<file path="src/rtl/spi_slave_pkg.sv">
// spi_slave_pkg: shared types and constants for the SPI byte responder.
//   state_e          - responder FSM states
//   BIT_CNT_W        - width of the in-byte bit counter
//   BYTE_CNT_MAX     - saturation value of the per-frame byte counter
//   SETTLE_CYCLES    - cycles after reset before the synchronized chip select is trusted
//   frame_malformed  - frame-length check applied when chip select is released
package spi_slave_pkg;

    typedef enum logic [1:0] {
        StWaitIdle,
        StIdle,
        StActive
    } state_e;

    localparam int unsigned BIT_CNT_W     = 3;
    localparam int unsigned BYTE_CNT_MAX  = 255;
    localparam int unsigned SETTLE_CYCLES = 3;

    // A frame is good only if it ended on a byte boundary with the expected byte count.
    function automatic logic frame_malformed(
        input logic [BIT_CNT_W-1:0] bit_cnt,
        input logic [7:0]           byte_cnt,
        input int unsigned          expected
    );
        return (bit_cnt != '0) || (32'(byte_cnt) != expected);
    endfunction

endpackage

</file>
<file path="src/rtl/spi_slave_byte_sync.sv">
// sync_edge: two-flop synchronizer for an asynchronous pin plus a one-flop edge register.
// Ports:
//   clk   in   system clock
//   rst   in   synchronous active-high reset
//   din   in   asynchronous pin
//   sync  out  synchronized level
//   rise  out  1-cycle strobe: synchronized level went 0 -> 1
//   fall  out  1-cycle strobe: synchronized level went 1 -> 0
module sync_edge #(
    parameter logic RESET_VAL = 1'b0
) (
    input  logic clk,
    input  logic rst,
    input  logic din,
    output logic sync,
    output logic rise,
    output logic fall
);

    logic meta_q;
    logic sync_q;
    logic prev_q;

    always_ff @(posedge clk) begin
        if (rst) begin
            meta_q <= RESET_VAL;
            sync_q <= RESET_VAL;
            prev_q <= RESET_VAL;
        end else begin
            meta_q <= din;
            sync_q <= meta_q;
            prev_q <= sync_q;
        end
    end

    assign sync = sync_q;
    assign rise = sync_q & ~prev_q;
    assign fall = ~sync_q & prev_q;

endmodule

</file>
<file path="src/rtl/spi_slave_byte.sv">
// spi_slave_byte: byte-oriented SPI responder, oversampling the SPI pins in sys_clk.
// MOSI bytes are reported as rx_data/rx_valid strobes; MISO bytes come from a show-ahead
// TX FIFO (FILL_BYTE when empty). Frame length is checked when n_cs is released.
// Ports:
//   sys_clk     in   system clock, at least 8x sclk
//   rst         in   synchronous active-high reset
//   n_cs        in   chip select, active low, asynchronous
//   sclk        in   SPI clock, asynchronous
//   mosi        in   SPI data in, asynchronous
//   miso        out  SPI data out, registered
//   miso_oe     out  MISO pad enable, high while selected
//   tx_data     in   head of the show-ahead TX FIFO
//   tx_empty    in   TX FIFO empty
//   tx_rdreq    out  1-cycle TX FIFO pop strobe
//   rx_data     out  last received byte, held until the next one
//   rx_valid    out  1-cycle strobe, rx_data is new
//   frame_done  out  1-cycle strobe on n_cs release
//   frame_err   out  with frame_done: frame was malformed
module spi_slave_byte
    import spi_slave_pkg::*;
#(
    parameter bit          CPOL            = 1'b0,
    parameter bit          CPHA            = 1'b0,
    parameter int unsigned BYTES_PER_FRAME = 2,
    parameter logic [7:0]  FILL_BYTE       = 8'hFF
) (
    input  logic       sys_clk,
    input  logic       rst,
    input  logic       n_cs,
    input  logic       sclk,
    input  logic       mosi,
    output logic       miso,
    output logic       miso_oe,
    input  logic [7:0] tx_data,
    input  logic       tx_empty,
    output logic       tx_rdreq,
    output logic [7:0] rx_data,
    output logic       rx_valid,
    output logic       frame_done,
    output logic       frame_err
);

    // ---------------------------------------------------------------- pin synchronisation
    logic sclk_sync;
    logic sclk_rise;
    logic sclk_fall;
    logic cs_sync;
    logic cs_rise;
    logic cs_fall;
    logic mosi_meta_q;
    logic mosi_sync_q;

    sync_edge #(
        .RESET_VAL (CPOL)
    ) u_sclk_sync (
        .clk  (sys_clk),
        .rst  (rst),
        .din  (sclk),
        .sync (sclk_sync),
        .rise (sclk_rise),
        .fall (sclk_fall)
    );

    sync_edge #(
        .RESET_VAL (1'b1)
    ) u_cs_sync (
        .clk  (sys_clk),
        .rst  (rst),
        .din  (n_cs),
        .sync (cs_sync),
        .rise (cs_rise),
        .fall (cs_fall)
    );

    always_ff @(posedge sys_clk) begin
        if (rst) begin
            mosi_meta_q <= 1'b0;
            mosi_sync_q <= 1'b0;
        end else begin
            mosi_meta_q <= mosi;
            mosi_sync_q <= mosi_meta_q;
        end
    end

    // ---------------------------------------------------------------- edge classification
    logic sclk_edge;
    logic lead_edge;
    logic trail_edge;
    logic sample_edge;
    logic drive_edge;

    // An edge is leading when the new level is the active (non-idle) level.
    assign sclk_edge   = sclk_rise | sclk_fall;
    assign lead_edge   = sclk_edge & (sclk_sync ^ CPOL);
    assign trail_edge  = sclk_edge & ~(sclk_sync ^ CPOL);
    assign sample_edge = CPHA ? trail_edge : lead_edge;
    assign drive_edge  = CPHA ? lead_edge : trail_edge;

    // ---------------------------------------------------------------- state
    state_e               state_q, state_d;
    logic [BIT_CNT_W-1:0] bit_cnt_q, bit_cnt_d;
    logic [7:0]           byte_cnt_q, byte_cnt_d;
    logic [6:0]           shift_in_q, shift_in_d;
    logic [7:0]           shift_out_q, shift_out_d;
    logic                 miso_q, miso_d;
    logic [7:0]           rx_data_q, rx_data_d;
    logic                 rx_valid_q, rx_valid_d;
    logic                 tx_rdreq_q, tx_rdreq_d;
    logic                 frame_done_q, frame_done_d;
    logic                 frame_err_q, frame_err_d;
    logic [1:0]           settle_q, settle_d;
    logic                 settle_done;
    logic                 load_tx;

    // After reset the chip-select synchronizer still holds its reset value (high) for a
    // couple of cycles; waiting for it to flush keeps a frame in progress at reset from
    // looking like a fresh idle period followed by a select.
    assign settle_done = (settle_q == 2'(SETTLE_CYCLES));

    always_comb begin
        state_d      = state_q;
        bit_cnt_d    = bit_cnt_q;
        byte_cnt_d   = byte_cnt_q;
        shift_in_d   = shift_in_q;
        shift_out_d  = shift_out_q;
        rx_data_d    = rx_data_q;
        rx_valid_d   = 1'b0;
        tx_rdreq_d   = 1'b0;
        frame_done_d = 1'b0;
        frame_err_d  = 1'b0;
        load_tx      = 1'b0;
        settle_d     = settle_done ? settle_q : settle_q + 2'd1;
        // MISO trails shift_out by one cycle so a freshly loaded byte shows bit 7 next cycle.
        miso_d       = (state_q == StActive) ? shift_out_q[7] : 1'b0;

        unique case (state_q)
            StWaitIdle: begin
                if (settle_done && cs_sync) begin
                    state_d = StIdle;
                end
            end

            StIdle: begin
                if (cs_fall) begin
                    state_d    = StActive;
                    bit_cnt_d  = '0;
                    byte_cnt_d = '0;
                    load_tx    = !CPHA;
                end
            end

            StActive: begin
                // Deselect wins over any sclk edge seen in the same cycle.
                if (cs_rise) begin
                    state_d      = StIdle;
                    frame_done_d = 1'b1;
                    frame_err_d  = frame_malformed(bit_cnt_q, byte_cnt_q, BYTES_PER_FRAME);
                end else if (sample_edge) begin
                    shift_in_d = {shift_in_q[5:0], mosi_sync_q};
                    bit_cnt_d  = bit_cnt_q + 1'b1;
                    if (bit_cnt_q == '1) begin
                        rx_data_d  = {shift_in_q, mosi_sync_q};
                        rx_valid_d = 1'b1;
                        if (byte_cnt_q != 8'(BYTE_CNT_MAX)) begin
                            byte_cnt_d = byte_cnt_q + 8'd1;
                        end
                    end
                end else if (drive_edge) begin
                    if (bit_cnt_q == '0) begin
                        load_tx = 1'b1;
                    end else begin
                        shift_out_d = {shift_out_q[6:0], 1'b0};
                    end
                end
            end

            default: state_d = StWaitIdle;
        endcase

        if (load_tx) begin
            if (!tx_empty) begin
                shift_out_d = tx_data;
                tx_rdreq_d  = 1'b1;
            end else begin
                shift_out_d = FILL_BYTE;
            end
        end
    end

    always_ff @(posedge sys_clk) begin
        if (rst) begin
            state_q      <= StWaitIdle;
            bit_cnt_q    <= '0;
            byte_cnt_q   <= '0;
            shift_in_q   <= '0;
            shift_out_q  <= '0;
            miso_q       <= 1'b0;
            rx_data_q    <= 8'h00;
            rx_valid_q   <= 1'b0;
            tx_rdreq_q   <= 1'b0;
            frame_done_q <= 1'b0;
            frame_err_q  <= 1'b0;
            settle_q     <= '0;
        end else begin
            state_q      <= state_d;
            bit_cnt_q    <= bit_cnt_d;
            byte_cnt_q   <= byte_cnt_d;
            shift_in_q   <= shift_in_d;
            shift_out_q  <= shift_out_d;
            miso_q       <= miso_d;
            rx_data_q    <= rx_data_d;
            rx_valid_q   <= rx_valid_d;
            tx_rdreq_q   <= tx_rdreq_d;
            frame_done_q <= frame_done_d;
            frame_err_q  <= frame_err_d;
            settle_q     <= settle_d;
        end
    end

    assign miso       = miso_q;
    assign miso_oe    = (state_q == StActive);
    assign tx_rdreq   = tx_rdreq_q;
    assign rx_data    = rx_data_q;
    assign rx_valid   = rx_valid_q;
    assign frame_done = frame_done_q;
    assign frame_err  = frame_err_q;

endmodule

</file>
<file path="config.mk">
export PLATFORM = sky130hd
export DESIGN_NAME = spi_slave_byte
export DESIGN_NICKNAME = d
export VERILOG_FILES = /design/src/rtl/spi_slave_pkg.sv /design/src/rtl/spi_slave_byte_sync.sv /design/src/rtl/spi_slave_byte.sv
export SDC_FILE = /design/constraint.sdc
export NUM_CORES = 1
export LEC_CHECK = 0
export CAP_MARGIN = 10
export CORE_MARGIN = 1.5
export CORE_UTILIZATION = 54
export DETAILED_ROUTE_END_ITERATION = 12
export HOLD_SLACK_MARGIN = 0.06
export PLACE_DENSITY = 0.78
export RECOVER_POWER = 50
export SYNTH_ARGS = -nofsm -noshare
export SYNTH_HDL_FRONTEND = slang
export SYNTH_SLANG_ARGS = --single-unit
</file>
<file path="constraint.sdc">
create_clock -name sys_clk -period 2.54 [get_ports sys_clk]
set_clock_uncertainty 0.2 [all_clocks]
set_input_delay 0.635 -clock sys_clk [delete_from_list [all_inputs] [get_ports sys_clk]]
set_output_delay 0.635 -clock sys_clk [all_outputs]
set_load 0.01 [all_outputs]
</file>
==> metrics, run 1 <==
status finished clean; CP endpoint kind primary output; Worst-Skew Late Latency ~300 ps; Syn Area/Cell 8.80 sq um; VDD IR max 0.328 mV; WL per Instance 13.3 microns; RSZ-0062 raised after global routing false; antenna viol nets, final 0; fin util 67.7%; final hold violations 0; largest net degree at the start of global routing 42; Initial DRT Pass Iterations 4; setup violators final 0; switching fraction of total power between 20 and 30%; routability cong. 0.804; row count 23; CP required 1700 ps; Clk pwr share 33.5%; DR iter-0 viols 120; Ys Warns 0; vias in the first global route 1692; slew margin rel. 47.1%; syn_nets 280; worst hold path startpoint u_cs_sync.meta_q; Reg clk slew, reported paths 100 ps; fraction of layout cells with a size suffix above 1 8.80%; Max Clk Rate around 420 MHz; post-cts hold buffer count 0; crit path buf inv count 2; die height 67.6 microns; core box area 0.00400 sq mm; antenna violations before repair 0; CTS buffer count 5; first-pass GRT wire length 7330 microns; worst path arrival time 1570 ps; Tmin final 2410 ps; fin nets 307; R2R Path Start state_q[1]; Fillers 339; Worst-Margin Slew 793 ps; CP peak stage delay 570 ps; total wire length 4460 microns; vias per inst 5.69; type of the most critical hold path flop to flop; setup_tns 0 ps; post-synth cell types 46; sequential power share about 49%; global route overflow 0; Register Area approximately 0.0010 sq mm; Layout area overhead 20.2%; Min Hold Slack 211 ps; P_leak 0.897 nW; DRC violations left 0; total track usage approximately a fifth; Yosys top cell by area dfxtp_1; H-Tree Depth 2; final worst path period share 94.8%; initial core utilization 56.3%; worst-path cell chain inv_1 > ha_4 > clkdlybuf4s50_1; ant diodes 0; Worst path top cell family by delay buffers and inverters; part of the power in combinational logic 17.5%; critical path's slowest cell clkdlybuf4s50_1; sequential area share after synthesis between 40% and 50%; DIE WIDTH 67.6 microns; max-slew violations 0; HPWL after DPL 3020 microns; critical path fanouts, max 13; Placed Cells 326; Synth Register Bits 51; Multi-input gate area approximately 0.0011 sq mm; Int Pwr 1.24 mW; Synth top area share 45.3%; most common cell in the synthesized netlist dfxtp_1; CTS tree built; number of I/O pins 28; Net Sw Power 0.468 mW; Buffers on Ports 27; Post-synth top flop dfxtp_1; die area 0.00457 sq mm; CTS Root Cell clkbuf_8; Worst setup SP type flop; Syn Inst Count 256; area of the mapped netlist 0.00225 sq mm; kind of critical path flop to primary output; max cap viols 0; pwr/cell area 632 mW/mm^2; CTS Sinks 51; Clock Path Buffers 2; worst setup path startpoint state_q[0]; EDFF count, synth 0; synth cell count leaders dfxtp_1, nand2_1, a21oi_1; vias 1901; FFs w/ async S/R, synth 0%; top post-synthesis cells by area dfxtp_1, ha_1, nand2_1; non-filler cells, final 334
==> layout make-up <==
cell class                 instances  share of cell area (%)
clock buffer                       5                    2.54
clock inverter                     3                    1.71
inverter                          12                    1.66
multi-input combinational        177                    41.8
sequential                        51                    37.7
tap                               50                    2.31
timing repair buffer              36                    12.3
==> worst reg2reg max path: cells and delay by family, from the launching register on <==
kind | cells | cell delay [ps]
AOI/OAI and AO/OA | 2 | 570
and+or+nand+nor | 1 | 530
DFF | 1 | 420
buffers and inverters | 1 | 100
adders and majority gates | 1 | 420
==> kinds of logic after synthesis <==
group,share of synthesized area [%]
compound gates,17.6
buf+inv,5.00
mux,1.78
fa+ha+maj,5.56
xor+xnor,0.389
flops,45.3
simple gates,24.4
==> per-layer routing <==
layer	global-route usage, %	up-vias	part of all wire (%)
li1	-	972	-
met1	27.3	864	48
met2	32.6	56	46
met3	5.00	9	4.5
met4	11.2	0	1.7
met5	0	-	0
==> placed cells by master, fill, tap and decap left out, types with 4 or more instances in the layout <==
master,n
o32ai_1,4
clkdlybuf4s50_1,26
a21boi_0,4
nor2b_1,7
buf_4,7
dfxtp_1,51
o21ai_0,7
ha_1,9
nand2_1,33
nor3_1,9
nand3_1,18
clkbuf_8,5
or4_1,5
a21oi_1,24
nand4_1,4
mux2i_1,4
nor2_1,4
inv_1,11
==> flip-flops by register name (all words and copies together) (netlist names) <==
| register | cells |
|---|---|
| mosi_sync_q | 1 |
| byte_cnt_q | 8 |
| frame_err | 1 |
| u_sclk_sync.sync | 1 |
| settle_q | 2 |
| mosi_meta_q | 1 |
| u_cs_sync.sync | 1 |
| rx_data | 8 |
| state_q | 2 |
| rx_valid | 1 |
| u_sclk_sync.prev_q | 1 |
| frame_done | 1 |
| tx_rdreq | 1 |
| shift_in_q | 7 |
| shift_out_q | 8 |
| u_sclk_sync.meta_q | 1 |
| u_cs_sync.meta_q | 1 |
| miso | 1 |
| u_cs_sync.prev_q | 1 |
| bit_cnt_q | 3 |
==> final timing paths <==
kind	to	slack [ps]	cells after the start
hold / removal	u_cs_sync.sync	210	1
setup / recovery	miso_oe	130	3
hold reg to reg	u_cs_sync.sync	210	1
setup reg to reg	byte_cnt_q[3]	210	5
==> power by group through the flow <==
stage	clock (mW)	sequential (mW)	combinational, mW
after floorplan	0	0.853	0.196
final	0.573	0.839	0.299
after global routing	0.620	0.841	0.323
after global placement	0	0.855	0.280
after detailed placement	0	0.857	0.288
after CTS	0.583	0.838	0.291
==> metrics by stage <==
stage | power (mW) | setup WS [ps] | cell area (sq um)
2_1_floorplan | 1.05 | 474 | 2250
3_3_place_gp | 1.13 | 317 | 2600
3_5_place_dp | 1.14 | 278 | 2600
4_1_cts | 1.71 | 50.2 | 2720
5_1_grt | 1.78 | 29.8 | 2710
6_report | 1.71 | 132 | 2710
==> what timing repair did <==
item                                    in CTS  in global routing
resized for setup                            1                  1
pin swaps                                    0                  0
setup buffers                                0                  0
endpoints found under the setup margin       1                  1
hold endpoints to repair                     0                  0
(Power assumes the default switching activity.)
==> run 2: changes to the inputs <==
--- a/config.mk
+++ b/config.mk
@@ -12,6 +12,7 @@
 export HOLD_SLACK_MARGIN = 0.06
 export PLACE_DENSITY = 0.78
 export RECOVER_POWER = 50
+export SKIP_CTS_REPAIR_TIMING = 1
 export SYNTH_ARGS = -nofsm -noshare
 export SYNTH_HDL_FRONTEND = slang
 export SYNTH_SLANG_ARGS = --single-unit
==> results of run 2 <==
Same layout as run 1: the final DEF is identical, and so are final timing and power.
Main changes from that run: wire length of the first global-routing pass 7330 microns -> 7340 microns; via count of the first global-routing pass 1692 -> 1696; met2 usage 32.6% -> 32.7%
